[config.mk]
export PLATFORM = sky130hd
export DESIGN_NAME = uart_rx_frame_ctrl
export DESIGN_NICKNAME = d
export VERILOG_FILES = /design/src/rtl/uart_frame_pkg.sv /design/src/rtl/uart_word_unpacker.sv /design/src/rtl/uart_rx_frame_ctrl.sv
export SDC_FILE = /design/constraint.sdc
export NUM_CORES = 1
export LEC_CHECK = 0
export CAP_MARGIN = 10
export CORE_ASPECT_RATIO = 0.9
export CORE_UTILIZATION = 54
export DETAILED_ROUTE_END_ITERATION = 6
export MAX_ROUTING_LAYER = met4
export PLACE_DENSITY = 0.86
export SYNTH_ARGS = -nofsm -noshare
export SYNTH_HDL_FRONTEND = slang
export SYNTH_HIERARCHICAL = 1
export SYNTH_SLANG_ARGS = --single-unit
[constraint.sdc]
create_clock -name clk -period 3.6 [get_ports clk]
set_input_delay 0.72 -clock clk [delete_from_list [all_inputs] [get_ports clk]]
set_output_delay 0.72 -clock clk [all_outputs]
set_load 0.05 [all_outputs]
[src/rtl/uart_frame_pkg.sv]
// ============================================================================
// Module   : uart_frame_pkg
// Brief    : Shared types and defaults for the UART frame controller.
// Revision : 1.0 - initial release
// ============================================================================
`default_nettype none

package uart_frame_pkg;

    typedef enum logic [2:0] {
        ST_IDLE    = 3'd0,
        ST_CMD     = 3'd1,
        ST_LEN     = 3'd2,
        ST_PAYLOAD = 3'd3,
        ST_CSUM    = 3'd4
    } frame_state_t;

    typedef enum logic [1:0] {
        ERR_NONE    = 2'd0,
        ERR_CSUM    = 2'd1,
        ERR_TIMEOUT = 2'd2,
        ERR_OVERRUN = 2'd3
    } frame_err_t;

    localparam logic [7:0] SYNC_BYTE_DEFAULT = 8'hA5;

endpackage

`default_nettype wire

[src/rtl/uart_word_unpacker.sv]
// ============================================================================
// Module   : uart_word_unpacker
// Brief    : One-entry word buffer that hands out bytes, element [0] first,
//            and flags words arriving while bytes are still unconsumed.
// Revision : 1.0 - initial release
// ============================================================================
`default_nettype none

module uart_word_unpacker #(
    parameter int DEPTH = 4
) (
    input  logic                  clk,
    input  logic                  rst,
    input  logic [DEPTH-1:0][7:0] word_i,
    input  logic                  word_valid_i,
    input  logic                  consume_i,
    output logic [7:0]            byte_o,
    output logic                  avail_o,
    output logic                  overrun_o
);

    localparam int              IDX_W     = $clog2(DEPTH + 1);
    localparam logic [IDX_W-1:0] IDX_EMPTY = IDX_W'(DEPTH);
    localparam logic [IDX_W-1:0] IDX_LAST  = IDX_W'(DEPTH - 1);

    logic [DEPTH-1:0][7:0] word_q, word_d;
    logic [IDX_W-1:0]      idx_q, idx_d;
    logic                  w_last_taken;
    logic [7:0]            w_byte;

    assign avail_o      = (idx_q != IDX_EMPTY);
    assign w_last_taken = consume_i && avail_o && (idx_q == IDX_LAST);
    // A word landing on the cycle the final byte leaves is a clean hand-over.
    assign overrun_o    = word_valid_i && avail_o && !w_last_taken;
    assign byte_o       = w_byte;

    always_comb begin
        w_byte = 8'h00;
        for (int i = 0; i < DEPTH; i++) begin
            if (idx_q == IDX_W'(i)) begin
                w_byte = word_q[i];
            end
        end
    end

    always_comb begin
        word_d = word_q;
        idx_d  = idx_q;
        if (overrun_o) begin
            idx_d = IDX_EMPTY;
        end else if (word_valid_i) begin
            word_d = word_i;
            idx_d  = '0;
        end else if (consume_i && avail_o) begin
            idx_d = idx_q + IDX_W'(1);
        end
    end

    always_ff @(posedge clk) begin
        if (rst) begin
            word_q <= '0;
            idx_q  <= IDX_EMPTY;
        end else begin
            word_q <= word_d;
            idx_q  <= idx_d;
        end
    end

endmodule

`default_nettype wire

[src/rtl/uart_rx_frame_ctrl.sv]
// ============================================================================
// Module   : uart_rx_frame_ctrl
// Brief    : Parses SYNC/CMD/LEN/payload/CSUM frames from packed UART words
//            and streams the payload over valid/ready. Checksum byte and
//            check are present only when UART_FRAME_CSUM_EN is defined.
// Revision : 1.0 - initial release
// ============================================================================
`default_nettype none

module uart_rx_frame_ctrl
    import uart_frame_pkg::*;
#(
    parameter int         DEPTH       = 4,
    parameter logic [7:0] SYNC_BYTE   = SYNC_BYTE_DEFAULT,
    parameter int         TIMEOUT_CYC = 2_000_000
) (
    input  logic                  clk,
    input  logic                  rst,
    input  logic [DEPTH-1:0][7:0] rx_data_i,
    input  logic                  rx_valid_i,
    output logic [7:0]            cmd_o,
    output logic [7:0]            len_o,
    output logic                  cmd_valid_o,
    output logic [7:0]            pl_data_o,
    output logic                  pl_valid_o,
    input  logic                  pl_ready_i,
    output logic                  pl_last_o,
    output logic                  frame_ok_o,
    output logic                  frame_err_o,
    output logic [1:0]            err_code_o
);

    localparam int               TO_W    = $clog2(TIMEOUT_CYC + 1);
    localparam logic [TO_W-1:0]  TO_LAST = TO_W'(TIMEOUT_CYC - 1);

    frame_state_t    state_q, state_d;
    logic [7:0]      cmd_q, cmd_d;
    logic [7:0]      len_q, len_d;
    logic [7:0]      rem_q, rem_d;
    logic [7:0]      csum_q, csum_d;
    logic [TO_W-1:0] to_cnt_q, to_cnt_d;
    logic            cmd_valid_q, cmd_valid_d;
    logic            frame_ok_q, frame_ok_d;
    logic            frame_err_q, frame_err_d;
    frame_err_t      err_code_q, err_code_d;

    logic [7:0]      w_byte;
    logic            w_avail;
    logic            w_overrun;
    logic            w_take;
    logic            w_pl_valid;
    logic            w_timeout;

    uart_word_unpacker #(
        .DEPTH (DEPTH)
    ) u_unpacker (
        .clk          (clk),
        .rst          (rst),
        .word_i       (rx_data_i),
        .word_valid_i (rx_valid_i),
        .consume_i    (w_take),
        .byte_o       (w_byte),
        .avail_o      (w_avail),
        .overrun_o    (w_overrun)
    );

    assign w_pl_valid = (state_q == ST_PAYLOAD) && w_avail;
    assign w_take     = w_avail && ((state_q != ST_PAYLOAD) || pl_ready_i);
    assign w_timeout  = (state_q != ST_IDLE) && !w_avail && !rx_valid_i
                        && (to_cnt_q == TO_LAST);

    assign cmd_o       = cmd_q;
    assign len_o       = len_q;
    assign cmd_valid_o = cmd_valid_q;
    assign pl_valid_o  = w_pl_valid;
    assign pl_data_o   = w_pl_valid ? w_byte : 8'h00;
    assign pl_last_o   = w_pl_valid && (rem_q == 8'd1);
    assign frame_ok_o  = frame_ok_q;
    assign frame_err_o = frame_err_q;
    assign err_code_o  = err_code_q;

    // Only the wait for the next word is timed; a stalled payload holds the count.
    always_comb begin
        to_cnt_d = to_cnt_q;
        if (rx_valid_i || (state_q == ST_IDLE)) begin
            to_cnt_d = '0;
        end else if (!w_avail) begin
            to_cnt_d = to_cnt_q + TO_W'(1);
        end
    end

    always_comb begin
        state_d     = state_q;
        cmd_d       = cmd_q;
        len_d       = len_q;
        rem_d       = rem_q;
        csum_d      = csum_q;
        cmd_valid_d = 1'b0;
        frame_ok_d  = 1'b0;
        frame_err_d = 1'b0;
        err_code_d  = ERR_NONE;
        if (w_overrun) begin
            frame_err_d = 1'b1;
            err_code_d  = ERR_OVERRUN;
            state_d     = ST_IDLE;
        end else if (w_timeout) begin
            frame_err_d = 1'b1;
            err_code_d  = ERR_TIMEOUT;
            state_d     = ST_IDLE;
        end else if (w_take) begin
            case (state_q)
                ST_IDLE: begin
                    if (w_byte == SYNC_BYTE) begin
                        state_d = ST_CMD;
                    end
                end
                ST_CMD: begin
                    cmd_d   = w_byte;
                    csum_d  = w_byte;
                    state_d = ST_LEN;
                end
                ST_LEN: begin
                    len_d       = w_byte;
                    rem_d       = w_byte;
                    csum_d      = csum_q ^ w_byte;
                    cmd_valid_d = 1'b1;
                    if (w_byte != 8'd0) begin
                        state_d = ST_PAYLOAD;
                    end else begin
`ifdef UART_FRAME_CSUM_EN
                        state_d = ST_CSUM;
`else
                        state_d    = ST_IDLE;
                        frame_ok_d = 1'b1;
`endif
                    end
                end
                ST_PAYLOAD: begin
                    csum_d = csum_q ^ w_byte;
                    rem_d  = rem_q - 8'd1;
                    if (rem_q == 8'd1) begin
`ifdef UART_FRAME_CSUM_EN
                        state_d = ST_CSUM;
`else
                        state_d    = ST_IDLE;
                        frame_ok_d = 1'b1;
`endif
                    end
                end
`ifdef UART_FRAME_CSUM_EN
                ST_CSUM: begin
                    state_d = ST_IDLE;
                    if (w_byte == csum_q) begin
                        frame_ok_d = 1'b1;
                    end else begin
                        frame_err_d = 1'b1;
                        err_code_d  = ERR_CSUM;
                    end
                end
`endif
                default: state_d = ST_IDLE;
            endcase
        end
    end

    always_ff @(posedge clk) begin
        if (rst) begin
            state_q     <= ST_IDLE;
            cmd_q       <= 8'h00;
            len_q       <= 8'h00;
            rem_q       <= 8'h00;
            csum_q      <= 8'h00;
            to_cnt_q    <= '0;
            cmd_valid_q <= 1'b0;
            frame_ok_q  <= 1'b0;
            frame_err_q <= 1'b0;
            err_code_q  <= ERR_NONE;
        end else begin
            state_q     <= state_d;
            cmd_q       <= cmd_d;
            len_q       <= len_d;
            rem_q       <= rem_d;
            csum_q      <= csum_d;
            to_cnt_q    <= to_cnt_d;
            cmd_valid_q <= cmd_valid_d;
            frame_ok_q  <= frame_ok_d;
            frame_err_q <= frame_err_d;
            err_code_q  <= err_code_d;
        end
    end

endmodule

`default_nettype wire
==> impl_summary.md, run 1 <==
Critical path
The slack of the worst reg-to-reg path is 670 ps. The buffers plus inverters on the worst setup path is 2. The cell with the largest stage delay on the worst path is clkdlybuf4s50_1. STA puts the critical path data arrival time at 2540 ps. The worst setup path is of the flip-flop to output pin kind. The worst setup path is launched from a flip-flop. The critical path capture point type is an output pin. The maximum fanout along the worst path is 11.

Traced cell by cell, the critical path runs through inv_1, ha_1, nand2_1, and3_1, clkdlybuf4s50_1. In this design, the largest share of critical-path delay is due to buffers and inverters. The worst path required time is between 2000 and 3000 ps. The largest single stage delay on the critical path is between 800 and 900 ps.

Hold path
The worst min-delay path class is flip-flop to flip-flop.

Yosys
After synthesis, the largest family of logic cells by area is simple AND/OR/NAND/NOR gates. The area fraction in compound gates after synthesis is between 10% and 20%. The count of unique library cells instantiated by Yosys is between 50 and 60. Counting every net in the synthesized netlist gives 556. The basic-gate share of the synthesized area counting and, or, nand and nor cells is a little under 30%. After Yosys synthesis, full adders, half adders and majority gates account for around 2.3% of the synthesized area.

Of all flip-flops after synthesis, the portion carrying an async set or reset was 0%. Each instance of the synthesized netlist takes up on average about 8.7 sq um. The cell area that synthesis handed to floorplanning was 4440 sq um. The synthesized netlist devotes around 2.4% of its cell area to XOR and XNOR gates. In the synthesized netlist the dominant register cell turns out to be dfxtp_1. The sequential fraction of the synthesis area is about two fifths. Measured against the total synthesized area, the mux share comes to ~7.7%. The number of register bits inferred by synthesis is between 80 and 90. The instance count of the mapped netlist is about 510.

The number of synthesis warnings is 6. Counting flops with a built-in enable in the synthesized netlist gives 0.

Global route
Summed over all layers, the global routing overflow is 0. The global routing usage summed across all routing layers is between 20% and 30%. The number of global-route vias before repair is roughly 3,400. The initial antenna violation count is 0.

The pin count of the biggest net entering global routing is between 50 and 60. The first global-routing pass estimated around 16,000 um of wire.

Clock network
The clock latency reported for the late side of the worst-skew pair is about 350 ps. The clock tree root driver cell is clkbuf_8. After clock tree synthesis, the setup repair step added 0 buffers. The post-cts resize count is 1. The H-tree was split into 3 levels. For this design, the sink count on the clock tree is between 80 and 90. Clock tree synthesis inserted a total of 9 buffers. The CTS clock-pin slew for the worst setup and hold paths is 80 ps. TritonCTS built the clock tree. The maximum clock path buffer count is 2. In this run, post-CTS hold repair placed 0 buffers.

Power
The sequential share of power is 51.4%. Overall power consumption after layout is estimated at between 1.5 and 2 mW. Across the VDD grid, the largest voltage drop is 0.200 mV.

Power spread over the standard cell area amounts to 366 nW/um^2. The fraction of power consumed by combinational cells is slightly below 9%. The analysis attributes to net switching a power of 0.424 mW. The switching portion of total power is between 20 and 25%. The static leakage is between 2 and 2.5 nW. The internal power contribution is 1.52 mW. The clock share of power is about two fifths.

Place
Including well taps, the total number of placed cells is approximately 650. The congestion estimate from routability-driven global placement came to 0.860. Port buffering added 66 buffers. The half-perimeter wire length after placement is ~6900 um.

The instance area at placement is 5080 sq um. OpenSTA, run right after detailed placement, puts the worst setup slack at about 360 ps.

Timing
The max-slew headroom at the worst pin is 50.9%. The period utilization is slightly above 90%. The maximum frequency from static timing analysis is 0.306 GHz.

The clock period could shrink to around 3300 ps. Setup slack on the critical path of the routed design comes to 336 ps. The actual slew at the worst max-slew pin is 736 ps. The total count of max-transition violations in the final report came to 0. The final setup violation count is 0.

The tightest hold margin is between 400 and 500 ps. The final setup TNS is 0 ps. The number of hold violations in the final report was 0. Clock skew on the completed layout was measured at approximately 11 ps. Setup repair after global routing left no endpoint under its margin.

Floorplan
The row count is 31. The total area inside the core boundary comes to approximately 8000 sq um. The area enclosed by the die boundary is between 8000 and 9000 sq um.

Once the floorplan was initialized, standard cells occupied a little under three fifths of the core. The horizontal die dimension is between 90 and 100 um. Pin placement for this block handled between 60 and 70 I/O pins. The die height is 88.0 um.

Routing
For this run, the detailed router's first-pass iteration total came to 7. In this run, the number of DRC markers left after iteration 0 of detailed routing was between 150 and 200. Summing over every cut layer, the via total after detailed routing is 3,783. The number of nets still failing antenna checks after routing is 0.

For this block, the routed nets add up to 9690 um of wire. The average vias per placed instance is about 5.7. For this run, design rule violations remaining after detail routing come to 12. In the final routed layout, each cell accounts on average for 14.5 um.

Cells and area
The register cell area after layout is 1720 sq um. The final-stage net count is 610. In the final layout, the share of cells above drive strength 1 is under 10%. Once layout is done, the placed cells without fillers occupy 5320 sq um. Once layout is complete, the cells apart from fillers number ~670. The layout overhead on the synthesized area is 19.7%.

The number of filler cells placed in the layout is 650. Cells fill about two thirds of the core in the end. The number of antenna repair diodes is 0. The multi-input combinational cells in the finished layout cover a total of around 2500 sq um.

Run status
The run finished, with violations left. The final reports fail on design-rule violations.

Run
Across the run, the number of max-cap violations was 0.
path summary, 6_finish.rpt:
kind                                          from               endpoint  depth (start not counted)
hold reg to reg              cmd_o[0]$_SDFFE_PP0P_  cmd_o[0]$_SDFFE_PP0P_                          2
setup reg to reg  u_unpacker/idx_q[0]$_SDFFE_PP0P_  rem_q[7]$_SDFFE_PP0P_                         10
hold / removal               cmd_o[0]$_SDFFE_PP0P_  cmd_o[0]$_SDFFE_PP0P_                          2
setup / recovery  u_unpacker/idx_q[0]$_SDFFE_PP0P_             pl_valid_o                          5
cell families (layout without fill, tap and decap cells):
group / count (synthesis) / after routing
and+or+nand+nor: 230 / 230
AOI/OAI and AO/OA: 97 / 97
DFF: 86 / 86
buffers and inverters: 45 / 102
muxes: 34 / 34
xor gates and xnor gates: 12 / 12
adders and majority gates: 8 / 8
cell type report:
class | instances | area share, %
multi-input combinational | 381 | 46.4
inverter | 13 | 0.918
sequential | 86 | 32.4
tap | 99 | 2.33
timing repair buffer | 75 | 13.8
clock buffer | 9 | 2.33
clock inverter | 5 | 1.88
per-layer routing:
| layer | vias up | global-route usage, % | wire length, um |
|---|---|---|---|
| met1 | 1776 | 29.4 | 4400 |
| met2 | 118 | 38.4 | 4570 |
| li1 | 1873 | - | - |
| met5 | - | - | 0 |
| met3 | 16 | 5.83 | 588 |
| met4 | 0 | 7.99 | 134 |
worst register-to-register path, stage by stage, from the launching register on:
cell	delay, ps
dfxtp_1	410
inv_1	90
ha_1	350
nand2_1	150
buf_4	200
o21a_1	240
a22oi_4	100
and2_1	300
or3_1	440
or4_1	400
a41oi_1	180
Yosys cell counts, types with 3 or more instances:
library cell,instances,area [sq um]
a21o_1,3,22.5
a21oi_1,44,220
a31oi_1,4,25.0
a32o_1,8,80.1
and2_1,11,68.8
buf_12,3,60.1
buf_2,3,15.0
buf_4,7,52.6
clkbuf_1,18,67.6
dfxtp_1,86,1720
ha_1,8,100
inv_1,13,48.8
mux2i_1,34,340
nand2_1,59,221
nand2b_1,73,457
nand3_1,12,60.1
nand4_1,7,43.8
nor2_1,25,93.8
nor3_1,7,35.0
o21ai_0,19,95.1
o31ai_1,4,30.0
or3_1,10,62.6
or4_1,4,30.0
xnor2_1,3,26.3
xor2_1,9,78.8
cells in the final DEF (no fill, tap or decap), types with 7 or more instances in the layout:
cell type,netlist,routed
a21oi_1,44,44
a32o_1,8,8
and2_1,11,11
buf_4,7,11
clkbuf_8,0,9
clkdlybuf4s50_1,0,56
dfxtp_1,86,86
ha_1,8,8
inv_1,13,13
mux2i_1,34,34
nand2_1,59,59
nand2b_1,73,73
nand3_1,12,12
nand4_1,7,7
nor2_1,25,24
nor3_1,7,7
o21ai_0,19,19
or3_1,10,10
xor2_1,9,9
power by group through the flow:
| stage | sequential [mW] | clock (mW) | combinational (mW) |
|---|---|---|---|
| 4_1_cts | 0.997 | 0.788 | 0.172 |
| 3_3_place_gp | 1.02 | 0 | 0.167 |
| 2_1_floorplan | 1.01 | 0 | 0.120 |
| 6_report | 0.999 | 0.774 | 0.171 |
| 3_5_place_dp | 1.02 | 0 | 0.171 |
| 5_1_grt | 1.00 | 0.834 | 0.187 |
registers in the layout, summed over array words and instances, names as in the netlist:
| register | count |
|---|---|
| len_o | 8 |
| to_cnt_q | 21 |
| cmd_o | 8 |
| cmd_valid_o | 1 |
| state_q | 2 |
| rem_q | 8 |
| u_unpacker/word_q | 32 |
| frame_ok_o | 1 |
| u_unpacker/idx_q | 3 |
| err_code_o | 1 |
| frame_err_o | 1 |
(Power assumes the default switching activity.)
==> run 2: changes to the inputs <==
--- a/config.mk
+++ b/config.mk
@@ -11,6 +11,7 @@
 export DETAILED_ROUTE_END_ITERATION = 6
 export MAX_ROUTING_LAYER = met4
 export PLACE_DENSITY = 0.86
+export RECOVER_POWER = 50
 export SYNTH_ARGS = -nofsm -noshare
 export SYNTH_HDL_FRONTEND = slang
 export SYNTH_HIERARCHICAL = 1
==> run 2 against run 1 <==
Effect of this change:
- the flow still finishes with violations (design-rule violations)
- non-clock buffer count unchanged
- wire length about the same
- power down 0.30%
- sequential cell count unchanged
- critical endpoint is now rem_q[7]$_SDFFE_PP0P_
- critical path depth up 5
- first-iteration DRC count up 7.9%
- clock skew about the same
==> impl_summary.md, run 2 (synthesis gave the netlist of run 1 again) <==
Clock network
CTS built an H-tree with a depth of 3. The clock latency reported for the late side of the worst-skew pair is 350 ps. The clock tree root driver cell is clkbuf_8. The clock sink total is between 80 and 90. TritonCTS built the clock tree.

The maximum clock path buffer count is 2. Buffers inserted during clock tree synthesis total 9. Clock-pin slew was measured on the worst setup and hold paths at around 80 ps. The number of buffers added to fix hold violations after cts is 0.

Critical path
The slowest stage of the critical path is the or3_1 cell. Walking the worst path, the cells encountered are inv_1, ha_1, nand2_1, clkbuf_1, o21a_1, a22oi_1, and2_0, or3_1, or4_1, a41oi_1. STA puts the critical path data arrival time at 3570 ps.

The critical path in this run is classified as flip-flop to flip-flop. On the critical path the largest part of the delay comes from simple AND/OR/NAND/NOR gates. The element type at the critical path start is a flip-flop. The worst path required time is 3870 ps. The largest incremental delay on the critical path is roughly 470 ps. The worst setup path is captured at a flip-flop.

In this run the worst path has a maximum fanout of 11. The critical path contains buffers and inverters numbering 2 combined.

Floorplan
The core region is around 8000 sq um. The horizontal die dimension is between 90 and 100 um. The row count is 31. The die height is between 80 and 90 um.

The initial cell density of the core is 55.3%. The floorplan step defined a die boundary enclosing roughly 8600 sq um. Pin placement for this block handled 67 I/O pins.

Cells and area
The register cell area after layout is 1720 sq um. Cells with a size suffix above 1 make up 6.68% of the layout. The repair_antennas step left the layout with diodes totalling 0. Leaving out filler cells and counting taps, the final layout contains roughly 670. The layout overhead on the synthesized area is 18.7%. The number of flip-flops in the largest register is 32. At the end of the flow, the number of nets in the layout was between 600 and 700.

Leaving out fill and tap cells, the most frequent cell in the layout is dfxtp_1. The largest registers in the layout are u_unpacker/word_q: 32 flops, to_cnt_q: 21 flops. In the layout the commonest cells are dfxtp_1 (86), nand2b_1 (73), nand2_1 (59), a21oi_1 (44).

Summing all multi-input logic gate instances after layout gives 2430 sq um. u_unpacker/word_q holds more flip-flops than any other register. Counting the fill cells in the layout gives around 660.

Global route
The first global-routing pass estimated roughly 16,000 um of wire. The initial antenna violation count is 0. The total overflow reported by the global router is 0. The number of global-route vias before repair is ~3,400. Entering global routing, the biggest net connects 51 pins. The global routing usage summed across all routing layers is between 20% and 30%.

Timing
The final period demand of the worst path is 3290 ps. Setup violations remaining at the end of the flow were counted as 0. The final clock skew is around 11 ps. After routing, the total negative slack on setup checks comes to 0 ps.

The maximum frequency from static timing analysis is about 0.30 GHz. The number of hold violations in the final report is 0. The max-slew headroom at the worst pin is a little over a fifth.

The period utilization is slightly above 90%. Setup repair after global routing left no endpoint under its margin. The actual slew at the worst max-slew pin is about 1200 ps. The total count of max-transition violations in the final report is 0.

Routing
The routed layout has roughly 3,800 vias. The average vias per placed instance is approximately 5.6. The first routing iteration left 206 violations. The number of DRC violations after detailed routing is 12. The routed wire length per instance is approximately 15 um. The iteration count of the initial detailed-routing pass is 7. The wire length reported by the detailed router is between 9000 and 10,000 um.

The detail route stage leaves a number of antenna-violating nets equal to 0.

Run status
The flow ran to the end, but the final reports show violations. The final reports fail on design-rule violations.

Power
Net switching is roughly 22% of the power. Summed over all nets, the switching power comes to around 0.42 mW. The worst supply voltage drop on vdd is around 0.20 mV. The internal power contribution is ~1.5 mW.

The power per cell area is ~370 nW/um^2. The sequential share of power is roughly half. The clock network accounts for approximately 40% of the total power. The static leakage is 2.03 nW. The fraction of power consumed by combinational cells is under 10%.

Place
The half-perimeter wire length after placement is just under 7000 um. The number of placed instances, taps included, is about 650. The total of buffers placed on input and output ports is 66. The weighted congestion reported at the end of routability-driven placement is 0.860.

Run
The tool flagged a number of max-cap violations equal to 0.

Hold path
In this run the worst hold path is classified as flip-flop to flip-flop.
-- run 2: changes by cell type in the layout (fill, tap and decap cells not counted), sizes merged --
cell	change
clkdlybuf4s50	-22
dlygate4sd3	+22
buf	-1
clkbuf	+1
-- run 2: final cells by class --
cell class                 instances  share of cell area (%)
timing repair buffer              75                    13.8
tap                               99                    2.35
multi-input combinational        381                    46.0
inverter                          13                   0.925
sequential                        86                    32.7
clock inverter                     5                    1.90
clock buffer                       9                    2.35
-- run 2: final timing paths --
kind / depth (start not counted) / slack [ps] / start / endpoint
hold reg to reg: 2 / 450 / cmd_o[0]$_SDFFE_PP0P_ / cmd_o[0]$_SDFFE_PP0P_
hold / removal: 2 / 450 / cmd_o[0]$_SDFFE_PP0P_ / cmd_o[0]$_SDFFE_PP0P_
setup / recovery: 10 / 310 / u_unpacker/idx_q[0]$_SDFFE_PP0P_ / rem_q[7]$_SDFFE_PP0P_
setup reg to reg: 10 / 310 / u_unpacker/idx_q[0]$_SDFFE_PP0P_ / rem_q[7]$_SDFFE_PP0P_
-- run 2: worst reg2reg max path, delay by kind of cell (launching register included) --
| family | cells | cell delay (ps) |
|---|---|---|
| and+or+nand+nor | 4 | 1380 |
| AOI/OAI and AO/OA | 3 | 580 |
| buffers and inverters | 2 | 530 |
| DFF | 1 | 410 |
| adders and majority gates | 1 | 330 |
-- run 2: what timing repair did --
| action | CTS | global route |
|---|---|---|
| setup endpoints to repair | 1 | 6 |
| pin swaps | 0 | 0 |
| resized for setup | 1 | 7 |
| buffers inserted | 0 | 0 |
-- run 2: metrics by stage --
| step | instance area, sq um | power [mW] | worst slack, ps | hold slack [ps] | utilization (%) |
|---|---|---|---|---|---|
| finish | 5270 | 1.94 | 306 | 450 | 65.7 |
| global route | 5270 | 2.02 | 110 | 478 | 65.7 |
| CTS | 5300 | 1.96 | 12.5 | 458 | 66.0 |
| detailed placement | 5080 | 1.19 | 364 | 447 | 63.2 |
| global placement | 5080 | 1.19 | 493 | 442 | 63.2 |
| floorplan | 4440 | 1.13 | 282 | 443 | - |
-- run 2: power by group through the flow --
stage	clock (mW)	sequential (mW)	combinational, mW
3_5_place_dp	0	1.02	0.171
3_3_place_gp	0	1.02	0.167
4_1_cts	0.788	0.997	0.172
6_report	0.773	0.998	0.167
5_1_grt	0.834	1.00	0.183
2_1_floorplan	0	1.01	0.120
-- run 2: per-layer routing --
metal | up-vias | wire, um | track usage, %
li1 | 1876 | - | -
met1 | 1764 | 4430 | 29.4
met2 | 109 | 4600 | 38.4
met3 | 14 | 541 | 5.83
met4 | 0 | 124 | 7.99
met5 | - | 0 | -
